<file path="src/rtl/mini_alu_divider.sv">
// 6-bit restoring divider, one quotient bit per clock, start/done handshake.
// Define MINI_ALU_SIGNED_DIV_EN for signed (C-style) division; unsigned otherwise.
module mini_alu_divider (
  input  logic       clk,
  input  logic       reset,
  input  logic       start,
  input  logic [5:0] x,
  input  logic [5:0] y,
  output logic       busy,
  output logic       done,
  output logic [5:0] quotient,
  output logic [5:0] remainder,
  output logic       div_by_zero,
  output logic       overflow
);

  typedef enum logic [1:0] {
    IDLE,
    DIV,
    FIX,
    ZERO
  } state_t;

  state_t     state;
  logic [5:0] dvd;
  logic [5:0] dvs;
  logic [5:0] part;
  logic [5:0] q;
  logic [5:0] raw_x;
  logic [2:0] cnt;

  logic [5:0] mag_x;
  logic [5:0] mag_y;
  logic [6:0] shifted;
  logic       take;
  logic [5:0] fix_q;
  logic [5:0] fix_r;

`ifdef MINI_ALU_SIGNED_DIV_EN
  logic sign_q;
  logic sign_r;
  logic ovf;

  assign mag_x = x[5] ? ~x + 6'd1 : x;
  assign mag_y = y[5] ? ~y + 6'd1 : y;
  assign fix_q = sign_q ? ~q + 6'd1 : q;
  assign fix_r = sign_r ? ~part + 6'd1 : part;
`else
  assign mag_x = x;
  assign mag_y = y;
  assign fix_q = q;
  assign fix_r = part;
`endif

  // Unsigned remainders reach 62, so the shifted partial needs a 7th bit.
  assign shifted = {part, dvd[5]};
  assign take    = shifted >= {1'b0, dvs};

  always_ff @(posedge clk) begin
    if (reset) begin
      state       <= IDLE;
      busy        <= 1'b0;
      done        <= 1'b0;
      quotient    <= '0;
      remainder   <= '0;
      div_by_zero <= 1'b0;
      overflow    <= 1'b0;
      dvd         <= '0;
      dvs         <= '0;
      part        <= '0;
      q           <= '0;
      raw_x       <= '0;
      cnt         <= '0;
`ifdef MINI_ALU_SIGNED_DIV_EN
      sign_q      <= 1'b0;
      sign_r      <= 1'b0;
      ovf         <= 1'b0;
`endif
    end else begin
      done <= 1'b0;
      unique case (state)
        IDLE: begin
          if (start) begin
            dvd   <= mag_x;
            dvs   <= mag_y;
            raw_x <= x;
            part  <= '0;
            q     <= '0;
            cnt   <= '0;
            busy  <= 1'b1;
`ifdef MINI_ALU_SIGNED_DIV_EN
            sign_q <= x[5] ^ y[5];
            sign_r <= x[5];
            ovf    <= (x == 6'h20) && (y == 6'h3f);
`endif
            state <= (y == 6'd0) ? ZERO : DIV;
          end
        end
        DIV: begin
          part <= take ? 6'(shifted - {1'b0, dvs})
                       : shifted[5:0];
          q    <= {q[4:0], take};
          dvd  <= {dvd[4:0], 1'b0};
          cnt  <= cnt + 3'd1;
          if (cnt == 3'd5) state <= FIX;
        end
        FIX: begin
          quotient    <= fix_q;
          remainder   <= fix_r;
          div_by_zero <= 1'b0;
`ifdef MINI_ALU_SIGNED_DIV_EN
          overflow    <= ovf;
`else
          overflow    <= 1'b0;
`endif
          done  <= 1'b1;
          busy  <= 1'b0;
          state <= IDLE;
        end
        ZERO: begin
          quotient    <= 6'h3f;
          remainder   <= raw_x;
          div_by_zero <= 1'b1;
          overflow    <= 1'b0;
          done  <= 1'b1;
          busy  <= 1'b0;
          state <= IDLE;
        end
        default: state <= IDLE;
      endcase
    end
  end

endmodule

</file>
<file path="config.mk">
export PLATFORM = sky130hd
export DESIGN_NAME = mini_alu_divider
export DESIGN_NICKNAME = d
export VERILOG_FILES = /design/src/rtl/mini_alu_divider.sv
export SDC_FILE = /design/constraint.sdc
export NUM_CORES = 1
export LEC_CHECK = 0
export CAP_MARGIN = 20
export CORE_MARGIN = 10
export CORE_UTILIZATION = 25
export CTS_BUF_LIST = sky130_fd_sc_hd__clkbuf_16
export CTS_CLUSTER_DIAMETER = 80
export DETAILED_ROUTE_END_ITERATION = 7
export GPL_TIMING_DRIVEN = 0
export PLACE_DENSITY = 0.51
export SLEW_MARGIN = 20
export SYNTH_ARGS = -nofsm -noshare
export SYNTH_HDL_FRONTEND = slang
export SYNTH_SLANG_ARGS = --single-unit
</file>
<file path="constraint.sdc">
create_clock -name clk -period 1.87 [get_ports clk]
set_input_delay 0.561 -clock clk [delete_from_list [all_inputs] [get_ports clk]]
set_output_delay 0.561 -clock clk [all_outputs]
set_load 0.01 [all_outputs]
</file>
## Yosys cells after proc, flatten, opt, wreduce, memory -nomap -nowiden

Index checks and enable logic that the tools add are counted.

| word-level totals | value |
|---|---|
| bits in registers | 50 |
| latch bits | 0 |
| memory bits (writable) | 0 |
| bits in read-only memories | 0 |
| bits of input ports | 15 |
| output and inout port bits | 16 |
| logic and storage cells | 49 |
| memories kept | 0 |

| cells by class | value |
|---|---|
| add/subtract/negate cells | 2 |
| multiply operators | 0 |
| divide/modulo/power cells | 0 |
| order comparisons | 1 |
| equality and inequality tests | 6 |
| shift-type cells | 0 |
| multiplexer cells | 18 |
| bitwise logic cells | 0 |
| reductions and logical operators | 10 |

Operators with widths:

| cell | count |
|---|---|
| one-hot mux 6 bit (2 select lines) | 5 |
| 2-to-1 mux 6 bit | 3 |
| AND reduction 2 bit | 4 |
| >= comparator 7 x 6 -> 1 bit | 1 |
| zero test 6 bit | 1 |
| 2-to-1 mux 2 bit | 3 |
| one-hot mux 2 bit (3 select lines) | 1 |
| one-hot mux 3 bit (2 select lines) | 1 |
| nonzero test 2 bit | 3 |
| subtractor 6 bit | 1 |
| equality test 2 bit, second input constant | 2 |
| inequality test 2 bit, second input constant | 2 |
| one-hot mux 1 bit (2 select lines) | 2 |
| adder 3 x 1 -> 3 bit, second input constant | 1 |
| equality test 3 bit, second input constant | 1 |
| 2-to-1 mux 3 bit | 1 |
| equality test 2 x 1 -> 1 bit, second input constant | 1 |
| zero test 2 bit | 1 |
| 2-to-1 mux 1 bit | 2 |
| OR reduction 2 bit | 1 |

## Longest topological paths before layout

Gate-level depths: netlist of run 1.

| logic depth | value |
|---|---|
| word-level depth | 4 |
| gate-level depth with buffers | 9 |
| mapped depth without buffers | 9 |

## Worst setup path after synthesis of run 1

OpenSTA, ideal clock, no wires.

| timing | value |
|---|---|
| path kind | reg2reg |
| start point | reg dvs[4] |
| end point | reg part[0] (netlist: fix_r[0]) |
| setup time | 0.117 ns |
| arrival | 1.705 ns |
| required time | 1.753 ns |
| path slack | 0.048 ns |
| cell stages (with the launch flop) | 9 |
| buffers on the path | 1 |
| period minus slack after synthesis | 1.822 ns |
| path through | dfxtp_1 inv_1 ha_1 buf_6 a21o_1 a211oi_4 o21ai_4 mux2i_1 a22o_1 |

| on the way | value |
|---|---|
| longest elaborated chain between the ends | 3 |

RTL lines:

| element | RTL line | text |
|---|---|---|
| start: declaration | 26 | `logic [5:0] dvs;` |
| start signal: assignment | 85 | `dvs <= mag_y;` |
| >= comparator 7 x 6 -> 1 bit | 57 | `assign take = shifted >= {1'b0, dvs};` |
| 2-to-1 mux 6 bit | 100 | `part <= take ? 6'(shifted - {1'b0, dvs})` |
| one-hot mux 6 bit (2 select lines) | 81 | `unique case (state)` |
| end signal: assignment | 100 |  |
| end: declaration | 27 | `logic [5:0] part;` |

Every way passes these cells.
A chain may end at the register's enable or synchronous reset.

## Final worst setup path of run 1

| timing | value |
|---|---|
| start point | reg part[2] (netlist: fix_r[2]) |
| end point | reg part[0] (netlist: fix_r[0]) |

| on the way | value |
|---|---|
| longest elaborated chain between the ends | 3 |

RTL lines:

| element | RTL line |
|---|---|
| >= comparator 7 x 6 -> 1 bit | 57 |
| 2-to-1 mux 6 bit | 100 |
| one-hot mux 6 bit (2 select lines) | 81 |

Every way passes these cells.

==> results of run 1 <==
layout make-up:
cell class              instances  area [um^2]
well taps                     111          139
repair buffers                 31          307
inverters                      10         37.5
multi-input cells             198         1240
fillers                       945         6160
clock inverters                 3         41.3
plain buffers                  19         96.3
clock buffers                   5          125
flip-flops and latches         50         1010
worst max-delay path, delay by kind of cell (launching register included):
kind                       cells  cell delay, ns
AOI/OAI and AO/OA              3            0.53
adders and majority gates      1            0.41
DFF                            1            0.36
muxes                          1            0.23
and+or+nand+nor                1            0.23
cells in the mapped netlist (all sizes together), types with 2 or more instances:
| master | instances | area share, % |
|---|---|---|
| nor3 | 5 | 1.1 |
| a22oi | 7 | 2.3 |
| nor2b | 6 | 1.6 |
| a21o | 2 | 0.64 |
| nand2 | 32 | 5.2 |
| mux2i | 12 | 5.2 |
| buf | 6 | 1.6 |
| nor2 | 53 | 8.5 |
| a21oi | 24 | 5.2 |
| inv | 10 | 1.6 |
| dfxtp | 50 | 43 |
| a211oi | 14 | 5.0 |
| o21ai | 6 | 1.9 |
| ha | 8 | 4.3 |
| nand2b | 3 | 0.81 |
| o211ai | 3 | 0.97 |
| nand3b | 3 | 0.97 |
| clkbuf | 13 | 2.5 |
power breakdown:
group          switching (uW)  internal, uW
Clock                     390           626
Combinational             308           295
Sequential               44.6          1120
registers in the layout (all words and copies together), names as in the netlist:
register	cells
done	1
dvd	6
busy	1
fix_q	6
state	2
quotient	6
dvs	6
fix_r	6
cnt	3
div_by_zero	1
raw_x	6
remainder	6
kinds of logic after synthesis:
group	count (synthesis)	share of synthesized area (%)
AOI/OAI and AO/OA	64	19.3
xor gates and xnor gates	2	0.752
adders and majority gates	9	5.15
buffers and inverters	29	5.74
DFF	50	42.9
muxes	13	5.64
other	1	0.161
and+or+nand+nor	109	20.3
placed cells by master (no fill, tap or decap), types with 3 or more instances in the layout:
master and n:
buf_4 3, clkdlybuf4s50_1 28, nand3b_1 3, clkbuf_1 12, inv_1 10, a21oi_1 23, mux2i_1 12, a22oi_1 7
nand2b_1 3, dfxtp_1 48, nor3_1 5, a211oi_1 12, nand2_1 32, o21ai_1 4, ha_1 5, clkbuf_16 5
nor2_1 53, buf_2 3, nor2b_1 6, o211ai_1 3
per-stage QoR:
stage / hold WS, ns / setup TNS (ns) / std cells
final: 0.457 / 0 / 427
after floorplan: 0.436 / 0 / 277
after global routing: 0.485 / -0.166 / 427
after CTS: 0.459 / 0 / 424
after detailed placement: 0.450 / -2.19 / 416
after global placement: 0.444 / -1.76 / 416
worst max path at each step:
stage,end,slack [ns],cells past startpoint
after floorplan,fix_r[0]$_SDFFE_PP0P_,0.05,8
after global placement,state[1]$_SDFFE_PP0P_,-0.28,5
after detailed placement,state[1]$_SDFFE_PP0P_,-0.27,5
after CTS,fix_r[0]$_SDFFE_PP0P_,0.008,8
after global routing,fix_r[0]$_SDFFE_PP0P_,-0.05,6
final,fix_r[0]$_SDFFE_PP0P_,0.06,6
layer usage:
metal / track usage [%] / vias to the layer above / wire length, um
met5: 0 / - / 0
met2: 12.6 / 46 / 2430
met4: 3.54 / 0 / 106
met3: 2.57 / 10 / 372
met1: 11.5 / 905 / 2860
li1: - / 1023 / -
timing repair:
item,CTS,global route
pin swaps,2,6
buffers inserted,0,3
resized for setup,3,10
setup endpoints to repair,1,7
==> results.tsv, run 1 <==
metric	value	unit
max-vdd-ir-drop	0.444	mV
hold_path_end	dvs[1]$_SDFFE_PP0P_	
antenna_found_initial	0	
hold_viol_final	0	
slowest_stage	ha_2	
ys.flop_type	dfxtp_1	
setup.worst_path.start	fix_r[2]$_SDFFE_PP0P_	
die_h	117	um
r2r_slack	0.06	ns
clock_sinks	50	
nNetsFinal	339	
crit_required	2.10	ns
worstSetupPathType	reg2reg	
reg2reg_depth	6	
yosysSeqAreaShare	42.9	%
maxCapViolations	0	
min-delay-path-class	reg2reg	
leakagePower	0.00110	uW
wl_per_cell	13.5	um
clk_pin_slew	0.07	ns
vias	1984	
fmax	551	MHz
grt_pass1_vias	1851	
period_minus_slack	1.81	ns
n_antenna_cell	0	
status	finished, final reports clean	
post-route-drc-count	0	
drive_gt1_share	10.4	%
crit_arrival	2.05	ns
finalMaxSlewViolations	0	
viasPerCell	4.65	
fin_util	32.7	%
avgSynthCellArea	8.42	um^2
max_stage_delay	0.41	ns
cts_root_buf	clkbuf_16	
die_area	13600	um^2
cts_max_path_buffers	2	
grt_usage	8.62	%
ctsHoldBuffers	0	
r2r-end	fix_r[0]$_SDFFE_PP0P_	
power_density	930	nW/um^2
grt_overflow	0	
worst_slack	0.0561	ns
setup_viol	0	
start_kind	flip-flop	
routed_wl	5770	um
cts_made_buffers	5	
placeableCoreArea	9150	um^2
rsz0062_at_grt	true	
synth_nets	301	
synth_cell_type_count	46	
drt_iter0_drc	76	
dp_slack	-0.271	ns
dp_hpwl	4310	um
critical_path.cell_chain	ha_2 > and4b_1 > o21ai_2 > o21ai_4 > mux2i_1 > a22o_1	
worst_pin_slew	0.583	ns
grt_start_max_net_pins	16	
ant_nets	0	
total_power	2780	uW
grt_pass1_wl	9280	um
worstHoldStart	dvs[1]$_SDFFE_PP0P_	
gp_congestion	0.831	
synth_seq_cells	50	
worstPathMaxFanout	7	
r2r_start	fix_r[2]$_SDFFE_PP0P_	
tritoncts	done	
end_kind	flip-flop	
start_util	25.5	%
design_area	2990	um^2
netlist_area	2330	um^2
io_pins	31	
skew	0.00527	ns
async_flop_share	0	%
die_w	117	um
synth_cells	277	
ys_warn_count	0	
clkLatencyLatePin	0.29	ns
htree_levels	2	
first_pass_iters	4	
post-route-period-util	97.0	%
dpl_cell_area	2750	um^2
rows	35	
hold_depth	2	
relSlewSlack	61.1	%
portBuffers	28	
synth-edff-count	0	
area_delta_synth_final	28.3	%
Note: power is estimated with default switching activity, not from simulation.
==> inputs of run 2 (changes only) <==
- CORE_MARGIN: 10 -> 5
- HOLD_SLACK_MARGIN: unset -> 0.03
- REMOVE_ABC_BUFFERS: unset -> 1
==> run 2 against run 1 <==
  * Total power down 5.5%
  * Global-route usage up 0.94 points
  * Via count down 3.1%
  * Die area down 16%
  * Core utilization fell by 1.0 points
  * Critical path type unchanged
  * Critical endpoint unchanged
  * Largest power group unchanged
==> results.tsv, run 2 (same netlist as run 1, synthesis figures left out) <==
metric	value	unit	change
routed_wl	5220	um	was 5770 um
io_pins	31		unchanged
antenna_found_initial	0		unchanged
total_power	2630	uW	was 2780 uW
tritoncts	done		unchanged
path_buf_inv	1		was 0
r2r-end	fix_r[0]$_SDFFE_PP0P_		unchanged
ant_nets	0		unchanged
placeableCoreArea	9150	um^2	unchanged
fin_util	31.6	%	was 32.7%
clock_sinks	50		unchanged
setup_tns	0	ns	unchanged
post-route-period-util	95.1	%	was 97.0%
instances_no_fill	407		was 427
worstSetupPathType	reg2reg		unchanged
crit_arrival	1.96	ns	was 2.05 ns
setup_viol	0		unchanged
status	finished, final reports clean		unchanged
layout_common_cells	51 x nor2_1, 46 x dfxtp_1, 31 x nand2_1, 27 x clkdlybuf4s50_1, 23 x a21oi_1		was 53 x nor2_1, 48 x dfxtp_1, 32 x nand2_1, 28 x clkdlybuf4s50_1, 23 x a21oi_1
portBuffers	29		was 28
wl_per_cell	12.8	um	was 13.5 um
relSlewSlack	52.2	%	was 61.1%
dp_hpwl	3640	um	was 4310 um
viasPerCell	4.72		was 4.65
cts_root_buf	clkbuf_16		unchanged
grt_start_max_net_pins	41		was 16
start_kind	flip-flop		unchanged
gp_congestion	0.868		was 0.831
crit_required	2.05	ns	was 2.10 ns
grt_overflow	0		unchanged
power_density	907	nW/um^2	was 930 nW/um^2
fmax	562	MHz	was 551 MHz
layout_commonest_cell	nor2_1		unchanged
start_util	25.5	%	unchanged
grt_usage	9.55	%	was 8.62%
vias	1923		was 1984
slowest_stage	dfxtp_2		was ha_2
hold_viol_final	0		unchanged
htree_levels	2		unchanged
worstHoldStart	dvs[4]$_SDFFE_PP0P_		was dvs[1]$_SDFFE_PP0P_
cts_made_buffers	5		unchanged
min-delay-path-class	reg2reg		unchanged
post-route-drc-count	0		unchanged
cts_max_path_buffers	2		unchanged
worst_pin_slew	0.717	ns	was 0.583 ns
reg2reg_depth	7		was 6
hold_depth	2		unchanged
area_delta_synth_final	24.3	%	was 28.3%
max-vdd-ir-drop	0.340	mV	was 0.444 mV
leakagePower	0.00105	uW	was 0.00110 uW
worstPathMaxFanout	7		unchanged
die_w	107	um	was 117 um
critical_path.cell_chain	inv_1 > ha_4 > a21o_1 > a211oi_4 > o21ai_4 > mux2i_1 > a22o_1		was ha_2 > and4b_1 > o21ai_2 > o21ai_4 > mux2i_1 > a22o_1
r2r_slack	0.09	ns	was 0.06 ns
rsz0062_at_grt	false		was true
nNetsFinal	319		was 339
finalMaxSlewViolations	0		unchanged
ctsHoldBuffers	0		unchanged
crit_family	compound AO/OA/AOI/OAI gates		unchanged
die_h	107	um	was 117 um
drt_iter0_drc	77		was 76
max_stage_delay	0.33	ns	was 0.41 ns
clk_pin_slew	0.07	ns	about the same
grt_pass1_wl	8870	um	was 9280 um
hold_path_end	dvs[4]$_SDFFE_PP0P_		was dvs[1]$_SDFFE_PP0P_
rows	35		unchanged
skew	0.00749	ns	was 0.00527 ns
period_minus_slack	1.78	ns	was 1.81 ns
maxCapViolations	0		unchanged
clkLatencyLatePin	0.29	ns	about the same
drive_gt1_share	11.8	%	was 10.4%
end_kind	flip-flop		unchanged
r2r_start	dvs[4]$_SDFFE_PP0P_		was fix_r[2]$_SDFFE_PP0P_
dp_cells	399		was 416
grt_pass1_vias	1886		was 1851
first_pass_iters	4		unchanged
n_antenna_cell	0		unchanged
die_area	11400	um^2	was 13600 um^2
-- run 2: stage by stage --
stage | instance area (um^2) | hold WS [ns] | setup slack [ns]
after floorplan | 2230 | 0.430 | 0.0748
after global placement | 2660 | 0.443 | -1.24
after detailed placement | 2680 | 0.451 | -0.512
after CTS | 2860 | 0.461 | 0.00572
after global routing | 2900 | 0.472 | 0.00490
final | 2900 | 0.457 | 0.0912
-- run 2: worst max-delay path by stage --
stage,startpoint,end,cells after the start
final,dvs[4]$_SDFFE_PP0P_,fix_r[0]$_SDFFE_PP0P_,7
after global routing,dvs[4]$_SDFFE_PP0P_,fix_r[0]$_SDFFE_PP0P_,7
after CTS,fix_r[3]$_SDFFE_PP0P_,fix_r[0]$_SDFFE_PP0P_,6
after detailed placement,start,state[1]$_SDFFE_PP0P_,5
after global placement,reset,fix_r[0]$_SDFFE_PP0P_,3
after floorplan,dvd[5]$_SDFFE_PP0P_,fix_r[0]$_SDFFE_PP0P_,7
-- run 2: power breakdown --
part	total, uW	internal (uW)	switching [uW]	leakage (uW)
Sequential	1170	1120	57.6	0.000409
Combinational	534	255	279	0.000572
Clock	919	503	415	0.0000704
-- run 2: worst reg2reg max path, delay by kind of cell, from the launching register on --
kind / cells / cell delay, ns
DFF: 1 / 0.33
buffers and inverters: 1 / 0.06
adders and majority gates: 1 / 0.27
AOI/OAI and AO/OA: 4 / 0.87
muxes: 1 / 0.14
-- run 2: per-layer routing --
metal  vias to the layer above  track usage (%)  wire [um]
met5                         -                0          0
met4                         0             3.56         85
met3                         8             2.55        209
met2                        39             14.9       2410
met1                       890             12.6       2520
li1                        986                -          -
-- run 2: final cells by class --
cell class | instances | area, um^2
flip-flops and latches | 50 | 1010
clock buffers | 5 | 125
multi-input cells | 198 | 1250
fillers | 970 | 6260
clock inverters | 3 | 25.0
inverters | 10 | 37.5
well taps | 111 | 139
repair buffers | 30 | 308
-- run 2: what timing repair did --
item                                    CTS  global route
hold endpoints to repair                  0             0
setup buffers                             0             0
pin swaps                                 1             3
endpoints found under the setup margin   32            14
resized for setup                         8            13
